File: src/rtl/riscv_pkg.sv
// Shared RV32I types, opcodes and decode helpers for the pipeline.
package riscv_pkg;

  localparam int XLEN  = 32;
  localparam int NREGS = 32;

  localparam logic [6:0] OPC_OP     = 7'b0110011;
  localparam logic [6:0] OPC_OP_IMM = 7'b0010011;
  localparam logic [6:0] OPC_LOAD   = 7'b0000011;
  localparam logic [6:0] OPC_STORE  = 7'b0100011;
  localparam logic [6:0] OPC_BRANCH = 7'b1100011;
  localparam logic [6:0] OPC_JAL    = 7'b1101111;
  localparam logic [6:0] OPC_JALR   = 7'b1100111;
  localparam logic [6:0] OPC_LUI    = 7'b0110111;
  localparam logic [6:0] OPC_AUIPC  = 7'b0010111;

  typedef enum logic [3:0] {
    ALU_ADD, ALU_SUB, ALU_SLL, ALU_SLT, ALU_SLTU, ALU_XOR,
    ALU_SRL, ALU_SRA, ALU_OR, ALU_AND, ALU_PASSB
  } alu_op_e;

  typedef enum logic [1:0] {WB_ALU, WB_MEM, WB_PC4} wb_sel_e;

  typedef enum logic [2:0] {IMM_I, IMM_S, IMM_B, IMM_U, IMM_J} imm_fmt_e;

  typedef struct packed {
    logic        valid;
    logic [31:0] pc;
    logic [31:0] pc4;
    logic [31:0] instr;
  } if_id_t;

  typedef struct packed {
    logic        valid;
    logic [31:0] pc;
    logic [31:0] pc4;
    logic [31:0] rs1_val;
    logic [31:0] rs2_val;
    logic [31:0] imm;
    logic [4:0]  rd;
    alu_op_e     alu_op;
    logic        alu_src_imm;
    logic        alu_src_pc;
    logic        mem_rd;
    logic        mem_wr;
    logic [2:0]  funct3;
    logic        reg_wr;
    wb_sel_e     wb_sel;
    logic        branch;
    logic        jal;
    logic        jalr;
    logic        illegal;
  } id_ex_t;

  // Sign-extended immediate for each encoding format.
  function automatic logic [31:0] gen_imm(input logic [31:0] i, input imm_fmt_e f);
    case (f)
      IMM_S:   return {{20{i[31]}}, i[31:25], i[11:7]};
      IMM_B:   return {{19{i[31]}}, i[31], i[7], i[30:25], i[11:8], 1'b0};
      IMM_U:   return {i[31:12], 12'b0};
      IMM_J:   return {{11{i[31]}}, i[31], i[19:12], i[20], i[30:21], 1'b0};
      default: return {{20{i[31]}}, i[31:20]};
    endcase
  endfunction

  // ALU op from funct3; alt selects SUB/SRA where the encoding allows it.
  function automatic alu_op_e alu_from_f3(input logic [2:0] f3, input logic alt);
    case (f3)
      3'b000:  return alt ? ALU_SUB : ALU_ADD;
      3'b001:  return ALU_SLL;
      3'b010:  return ALU_SLT;
      3'b011:  return ALU_SLTU;
      3'b100:  return ALU_XOR;
      3'b101:  return alt ? ALU_SRA : ALU_SRL;
      3'b110:  return ALU_OR;
      default: return ALU_AND;
    endcase
  endfunction

endpackage

File: src/rtl/regfile.sv
// Architectural register file: 2 async reads, 1 sync write, x0 fixed at zero,
// same-cycle write-to-read bypass.
module regfile
  import riscv_pkg::*;
#(
  parameter int W  = 32,
  parameter int N  = 32,
  parameter int AW = $clog2(N)
) (
  input  logic          clk,
  input  logic          rst_n,
  input  logic [AW-1:0] ra1,
  input  logic [AW-1:0] ra2,
  output logic [W-1:0]  rd1,
  output logic [W-1:0]  rd2,
  input  logic          we,
  input  logic [AW-1:0] wa,
  input  logic [W-1:0]  wd
);

  logic [N-1:0][W-1:0] regs;

  // Write port; reset clears every entry and masks the write that cycle.
  always_ff @(posedge clk) begin
    if (!rst_n)                  regs     <= '0;
    else if (we && wa != '0)     regs[wa] <= wd;
  end

  // Read ports see an in-flight write-back so decode never reads stale data.
  always_comb begin
    rd1 = '0;
    rd2 = '0;
    if (ra1 != '0) rd1 = (we && wa == ra1) ? wd : regs[ra1];
    if (ra2 != '0) rd2 = (we && wa == ra2) ? wd : regs[ra2];
  end

endmodule

File: src/rtl/id_stage.sv
// RV32I decode stage: control decode, immediate generation, register read,
// and the registered id/ex bundle.
module id_stage
  import riscv_pkg::*;
#(
  parameter int XLEN  = riscv_pkg::XLEN,
  parameter int NREGS = riscv_pkg::NREGS
) (
  input  logic                     clk,
  input  logic                     rst_n,
  input  logic                     stall,
  input  logic                     flush,
  input  if_id_t                   in,
  input  logic                     wb_en,
  input  logic [$clog2(NREGS)-1:0] wb_rd,
  input  logic [XLEN-1:0]          wb_data,
  output logic [$clog2(NREGS)-1:0] rs1_addr,
  output logic [$clog2(NREGS)-1:0] rs2_addr,
  output id_ex_t                   out
);

  logic [6:0]              opc;
  logic [$clog2(NREGS)-1:0] rs1_rd;
  logic [XLEN-1:0]         rs1_val, rs2_val;
  id_ex_t                  dec;
  imm_fmt_e                fmt;

  assign opc      = in.instr[6:0];
  assign rs1_addr = in.instr[19:15];
  assign rs2_addr = in.instr[24:20];
  // LUI has no rs1; reading x0 keeps operand A at zero.
  assign rs1_rd   = (opc == OPC_LUI) ? '0 : rs1_addr;

  regfile #(.W(XLEN), .N(NREGS)) u_rf (
    .clk  (clk),
    .rst_n(rst_n),
    .ra1  (rs1_rd),
    .ra2  (rs2_addr),
    .rd1  (rs1_val),
    .rd2  (rs2_val),
    .we   (wb_en),
    .wa   (wb_rd),
    .wd   (wb_data)
  );

  // Opcode decode into control fields and immediate.
  always_comb begin
    dec         = '0;
    fmt         = IMM_I;
    dec.valid   = 1'b1;
    dec.pc      = in.pc;
    dec.pc4     = in.pc4;
    dec.rs1_val = rs1_val;
    dec.rs2_val = rs2_val;
    dec.rd      = in.instr[11:7];
    dec.funct3  = in.instr[14:12];
    dec.alu_op  = ALU_ADD;
    dec.wb_sel  = WB_ALU;
    case (opc)
      OPC_OP: begin
        dec.alu_op = alu_from_f3(in.instr[14:12], in.instr[30]);
        dec.reg_wr = 1'b1;
      end
      OPC_OP_IMM: begin
        // Bit 30 is immediate data except for the SRAI/SRLI encoding.
        dec.alu_op      = alu_from_f3(in.instr[14:12],
                                      (in.instr[14:12] == 3'b101) && in.instr[30]);
        dec.alu_src_imm = 1'b1;
        dec.reg_wr      = 1'b1;
        dec.imm         = gen_imm(in.instr, fmt);
      end
      OPC_LOAD: begin
        dec.alu_src_imm = 1'b1;
        dec.mem_rd      = 1'b1;
        dec.reg_wr      = 1'b1;
        dec.wb_sel      = WB_MEM;
        dec.imm         = gen_imm(in.instr, fmt);
      end
      OPC_STORE: begin
        fmt             = IMM_S;
        dec.alu_src_imm = 1'b1;
        dec.mem_wr      = 1'b1;
        dec.rd          = '0;
        dec.imm         = gen_imm(in.instr, fmt);
      end
      OPC_BRANCH: begin
        fmt        = IMM_B;
        dec.alu_op = ALU_SUB;
        dec.branch = 1'b1;
        dec.rd     = '0;
        dec.imm    = gen_imm(in.instr, fmt);
      end
      OPC_JAL: begin
        fmt        = IMM_J;
        dec.jal    = 1'b1;
        dec.reg_wr = 1'b1;
        dec.wb_sel = WB_PC4;
        dec.imm    = gen_imm(in.instr, fmt);
      end
      OPC_JALR: begin
        dec.alu_src_imm = 1'b1;
        dec.jalr        = 1'b1;
        dec.reg_wr      = 1'b1;
        dec.wb_sel      = WB_PC4;
        dec.imm         = gen_imm(in.instr, fmt);
      end
      OPC_LUI: begin
        fmt             = IMM_U;
        dec.alu_op      = ALU_PASSB;
        dec.alu_src_imm = 1'b1;
        dec.reg_wr      = 1'b1;
        dec.imm         = gen_imm(in.instr, fmt);
      end
      OPC_AUIPC: begin
        fmt             = IMM_U;
        dec.alu_src_imm = 1'b1;
        dec.alu_src_pc  = 1'b1;
        dec.reg_wr      = 1'b1;
        dec.imm         = gen_imm(in.instr, fmt);
      end
      default: dec.illegal = 1'b1;
    endcase
  end

  // Output register: reset > flush > stall > load; invalid input keeps pc only.
  always_ff @(posedge clk) begin
    if (!rst_n)       out <= '0;
    else if (flush)   out <= '0;
    else if (!stall) begin
      if (in.valid)   out <= dec;
      else begin
        out     <= '0;
        out.pc  <= in.pc;
        out.pc4 <= in.pc4;
      end
    end
  end

endmodule

File: config.mk
export PLATFORM = sky130hd
export DESIGN_NAME = id_stage
export DESIGN_NICKNAME = d
export VERILOG_FILES = /design/src/rtl/riscv_pkg.sv /design/src/rtl/regfile.sv /design/src/rtl/id_stage.sv
export SDC_FILE = /design/constraint.sdc
export NUM_CORES = 2
export LEC_CHECK = 0
export BUFFER_PORTS_ARGS = -buffer_cell sky130_fd_sc_hd__buf_4
export CORE_MARGIN = 2
export CORE_UTILIZATION = 40
export CTS_CLUSTER_DIAMETER = 30
export DETAILED_ROUTE_END_ITERATION = 8
export GPL_TIMING_DRIVEN = 0
export SLEW_MARGIN = 20
export SYNTH_ARGS = -nofsm -noshare
export SYNTH_HDL_FRONTEND = slang
export SYNTH_SLANG_ARGS = --single-unit
File: constraint.sdc
create_clock -name clk -period 6.3 [get_ports clk]
set_input_delay 1.26 -clock clk [delete_from_list [all_inputs] [get_ports clk]]
set_output_delay 1.26 -clock clk [all_outputs]
set_load 0.005 [all_outputs]
* Word-level counts from Yosys, hierarchy flattened *
Index checks and enable logic that the tools add are counted.

operators by class
  mux-type cells = 32
  $lt $le $gt $ge = 4
  eq/ne operators = 17
  bitwise gates (word level) = 1
  reductions and logical operators = 17

operators with widths
  kind                number
  $bwmux 1024         1
  $bmux 32 s5         2
  $mux 32             7
  $mux 184            1
  $demux 32 s5        1
  $pmux 32 s5         1
  $pmux 4 s7          2
  $eq 7x6->1 const B  3
  $eq 7x7->1 const B  3
  $lt 5x6->1 const B  3
  $pmux 4 s4          1
  $reduce_bool 5->1   3
  $eq 7x5->1 const B  2
  $mux 1              13
  $eq 5x5->1          2
  $mux 5              2
  $eq 3x3->1 const B  3
  $reduce_or 9->1     1
  $reduce_or 2->1     4
  $eq 7x2->1 const B  1
  $reduce_or 7->1     1
  $eq 3x2->1 const B  2
  $reduce_or 6->1     1
  $ge 5x1->1 const B  1
  6 further kinds     10

word-level totals
  register bits = 1208
  logic and storage cells = 122

* Longest topological paths before layout *
  depth after elaboration = 7
  mapped depth = 11
  gate-level depth less buffers = 7

* By module *
A second synthesis with hierarchy kept.

unflattened totals
  cell total of the unflattened synthesis = 6895
  area, all modules = 62053.3 um^2

by module, submodules not included
  module    instances  cells each  area an instance (um^2)  sequential area each (um^2)
  regfile   1          6177        55140.4                  20499.7
  id_stage  1          718         6912.9                   3663.5

* Least setup slack after synthesis *
OpenSTA, ideal clock, no wires.

  path type = input -> register
  from = input in[20] in the netlist's numbering
  to = register out[71] in the netlist's numbering
  cell stages on the path = 7
  arrival time = 3.065 ns
  data required time = 6.172 ns
  setup slack = 3.107 ns
  setup time = 0.128 ns
  path buffers = 3
  path through = buf_4 buf_2 buf_2 mux4_2 mux4_2 mux2i_1 o21ai_0

on the way
  word-level cells in the longest chain between the ends = 5
  elaborated cells between the ends (all ways) = 8
  classes of those cells = eq/ne: 1; mux: 5; reduce/logical: 2

ends and longest elaborated chain
  what                                                                RTL line         RTL
  start: declaration                                                  id_stage.sv:13   input if_id_t in,
  $bmux 32 s5 or $eq 5x5->1 (tied branches)                           regfile.sv:34    if (ra2 != '0) rd2 = (we && wa == ra2) ? wd : regs[ra2];
  $mux 32 (not written as such) or $logic_and 1x1->1 (tied branches)  regfile.sv:34
  $mux 32                                                             regfile.sv:34
  $mux 32 *                                                           regfile.sv:34
  $mux 184 *                                                          id_stage.sv:130  if (in.valid) out <= dec;
  end: declaration                                                    id_stage.sv:19   output id_ex_t out

Every way passes the cells marked *; elsewhere a longest branch is shown, timed or not. The select of a mux whose other input is x is not followed.
A chain may end at the register's enable or synchronous reset.

* Final worst setup path *
  from = input in[17] in the netlist's numbering
  to = register out[108] in the netlist's numbering

on the way
  word-level cells in the longest chain between the ends = 6
  elaborated cells between the ends (all ways) = 9
  classes of those cells = eq/ne: 1; mux: 6; reduce/logical: 2

ends and longest elaborated chain
  what                                                                RTL line         RTL
  $mux 5 *                                                            id_stage.sv:32   assign rs1_rd = (opc == OPC_LUI) ? '0 : rs1_addr;
  $bmux 32 s5 or $eq 5x5->1 (tied branches)                           regfile.sv:33    if (ra1 != '0) rd1 = (we && wa == ra1) ? wd : regs[ra1];
  $mux 32 (not written as such) or $logic_and 1x1->1 (tied branches)  regfile.sv:33
  $mux 32                                                             regfile.sv:33
  $mux 32 *                                                           regfile.sv:33
  $mux 184 *                                                          id_stage.sv:130

Marked as above.

==> reports/qor.tcl <==
set qor(drt-wirelength-per-cell_um) 40.2
set qor(critical_path.reg2reg.endpoint) {out[97]}
set qor(cts.repair.resized) 0
set qor(hpwl_um) 315000
set qor(clock_insertion_delay_worst_skew_ps) 960
set qor(detailed_routing_iteration_count_for_the_pre_antenna_repair_pass) 6
set qor(grtUsageTotal_pct) 50.1
set qor(cts_tree) {done}
set qor(critical_path_peak_fanout) 11
set qor(rel_slew_slack_pct) 4.24
set qor(total_cts_buffers) 351
set qor(report.final.setup_viol) 0
set qor(wire_length_after_detailed_routing_um) 408000
set qor(drt_iter0_markers) 10359
set qor(timing.hold.ws_ps) 466
set qor(synth.ff_latch_count) 1207
set qor(hold_viol) 0
set qor(cts.sinks) 1207
set qor(synth_cells) 7130
set qor(critical_path.endpoint) {out[108]}
set qor(cts_root_buf) {clkbuf_16}
set qor(ys.warnings.count) 0
set qor(post-synth-top-area-cell) {dfxtp_1}
set qor(drcViolationCount) 0
set qor(buffer_ports.inserted) 287
set qor(dp_slack_ps) 384
set qor(initial_util_pct) 40.1
set qor(maxCapViolations) 0
set qor(worst_setup_path_startpoint) {in[17]}
set qor(globalRoute.totalOverflow) 0
set qor(report.power.total_mw) 28.0
set qor(post_synth_instance_area_um2) 61600
set qor(r2r_slack_ps) 3480
set qor(setup.worst_path.end_class) {flop}
set qor(final_period_minus_worst_setup_slack_ps) 5450
set qor(layout.cells.most_common_list) {nand2_1 (2252), dfxtp_1 (1207), a21boi_0 (992), clkbuf_1 (582), clkbuf_16 (355)}
set qor(post_synth_main_area_contributors) {dfxtp_1 (39%), nand2_1 (14%), a21boi_0 (12%)}
set qor(worstRegToRegCells) 7
set qor(vias) 65627
set qor(netlist.area_leader.share_pct) 39.2
set qor(static-leakage-power_nw) 28.0
set qor(path_class) {primary input to flop}
set qor(nNetsFinal) 7925
set qor(worst_setup_path_start_kind) {primary input}
set qor(rsz_0062_raised_after_global_routing) {no}
set qor(irDropWorstVdd_uv) 282
set qor(cp_data_required_time_ps) 7190
set qor(grt_pass1_vias) 59663
set qor(synthToLayoutAreaGrowth_pct) 27.5
set qor(core.rowCount) 144
set qor(design.die.area_um2) 157000
set qor(synthesis.nets) 7269
set qor(outcome) {complete, no violations}
set qor(critical_path_arrival_ps) 6340
set qor(synth.avg_cell_area_um2) 8.64
set qor(clk_transition_reported_paths_ps) 40
set qor(hold_class) {flop to flop}
set qor(power_per_cell_area_nw_per_um2) 356
set qor(via_per_inst) 6.47
set qor(floorplan.die.height_um) 396
set qor(sequential_cell_area_fraction_in_the_yosys_report_pct) 39.2
set qor(n_fill_cell) 14563
set qor(finalCritPeriodShare_pct) 86.5
set qor(yosys.cell_types.count) 70
set qor(worst_r2r_startpoint) {u_rf.regs[106]}
set qor(antenna_violating_nets_post_route) 0
set qor(cts_hold_buffers) 0
set qor(floorplan.io_pins) 333
set qor(maxClockFrequency_mhz) 184
set qor(dieWidth_um) 396
set qor(cts.htree.levels) 5
set qor(core_region_area_um2) 154000
set qor(synth_edf_count) 0
set qor(pin_count_of_the_biggest_net_entering_global_routing) 17
set qor(post_synthesis_async_set_or_reset_flop_share_pct) 0
set qor(place_congestion) 1.08
set qor(postCtsSetupBuffers) 0
set qor(clockBufferDepth) 4
set qor(final.setup_skew_ps) 71.3
set qor(ys.flop_type) {dfxtp_1}
set qor(number_of_antenna_violations_at_the_first_check_in_global_routing) 68
set qor(global_route_wire_length_before_repair_um) 530000
set qor(timing_worst_slew_pin_value_ps) 1440
set qor(final_critical_path_setup_slack_ps) 852
set qor(timing_max_transition_violations_final) 0
set qor(layout-drive-gt1-share_pct) 18.1
set qor(final_common_cell) {nand2_1}
[final cells by class]
class	count	area (µm²)	share of cell area [%]
clock buffers	473	9890	12.6
inverters	26	97.6	0.124
flip-flops and latches	1207	24200	30.8
plain buffers	751	3160	4.03
diodes	57	143	0.182
clock inverters	137	1810	2.31
repair buffers	303	2420	3.08
multi-input cells	5146	34300	43.7
well taps	2044	2560	3.26
[sequential cells by signal, indices dropped and copies added, names as in the netlist]
| signal | flops |
|---|---|
| out | 183 |
| u_rf.regs | 1024 |
[synth_stat cells, drive strengths merged, types with 3 or more instances]
cell	number
a2111oi	18
buf	164
o221ai	44
xor2	5
dfxtp	1207
nor3	7
a22oi	57
a211oi	46
nor3b	3
nand4	28
nor2	222
and2	38
a21o	20
o22a	15
a221o	18
mux2i	306
a21boi	993
clkbuf	587
nor2b	28
nand2b	10
a211o	35
nand3b	3
o22ai	82
a21oi	94
or3	3
mux4	296
o2111ai	12
o21a	8
nand2	2255
a2bb2oi	5
nor4	3
and3	31
a222oi	3
o211ai	14
nand3	16
inv	25
a22o	12
a221oi	132
mux2	73
o21ai	188
a31oi	6
[worst max-delay path, stage by stage]
cell and delay [ps]:
buf_4 230, buf_2 290, clkinv_1 630, a21oi_4 690, buf_2 530, buf_2 660
a221oi_1 100, o21ai_0 670, nand4_1 750, nand4_1 300, and3_1 180
[power breakdown]
group | switching [mW] | internal, mW | leakage, nW | total, mW
registers | 0.0647 | 7.73 | 9.74 | 7.80
logic | 1.80 | 0.597 | 12.5 | 2.40
clock network | 5.36 | 12.4 | 5.73 | 17.8
total | 7.22 | 20.7 | 28.0 | 28.0
[stage by stage]
step                cells  cell area, µm²  TNS [ps]  utilization [%]
floorplan            7130           61600         0                -
global placement     9461           66300     -1560             43.2
detailed placement   9477           66700         0             43.4
CTS                 10087           78400         0             51.1
global route        10100           78400         0             51.1
finish              10144           78600         0             51.2
[worst min-delay path by stage]
stage                   startpoint        endpoint  slack, ps  cells after the start
CTS                        out[49]         out[49]        470                      2
floorplan             u_rf.regs[0]    u_rf.regs[0]        450                      1
detailed placement         out[49]         out[49]        460                      2
global placement           out[50]         out[50]        450                      2
global route        u_rf.regs[344]  u_rf.regs[344]        490                      2
finish                     out[50]         out[50]        470                      2
[layer usage]
| metal | track usage, % | vias to the layer above | routed length, µm |
|---|---|---|---|
| li1 | - | 26433 | - |
| met1 | 62.3 | 32527 | 153000 |
| met2 | 67.0 | 5365 | 159000 |
| met3 | 21.4 | 1274 | 58700 |
| met4 | 39.8 | 28 | 37000 |
| met5 | 0.677 | - | 321 |
[cell families (layout without fill, tap and decap cells)]
kind of cell | Yosys count | in the layout | synth area share, %
other | 0 | 57 | 0
AND/OR/NAND/NOR | 2655 | 2655 | 16.9
AO/OA/AOI/OAI | 1809 | 1809 | 21.5
buffers and inverters | 777 | 1690 | 5.14
XOR/XNOR | 7 | 7 | 0.0995
multiplexers | 675 | 675 | 17.1
flip-flops | 1207 | 1207 | 39.2
Power figures use the tool's default switching activity.
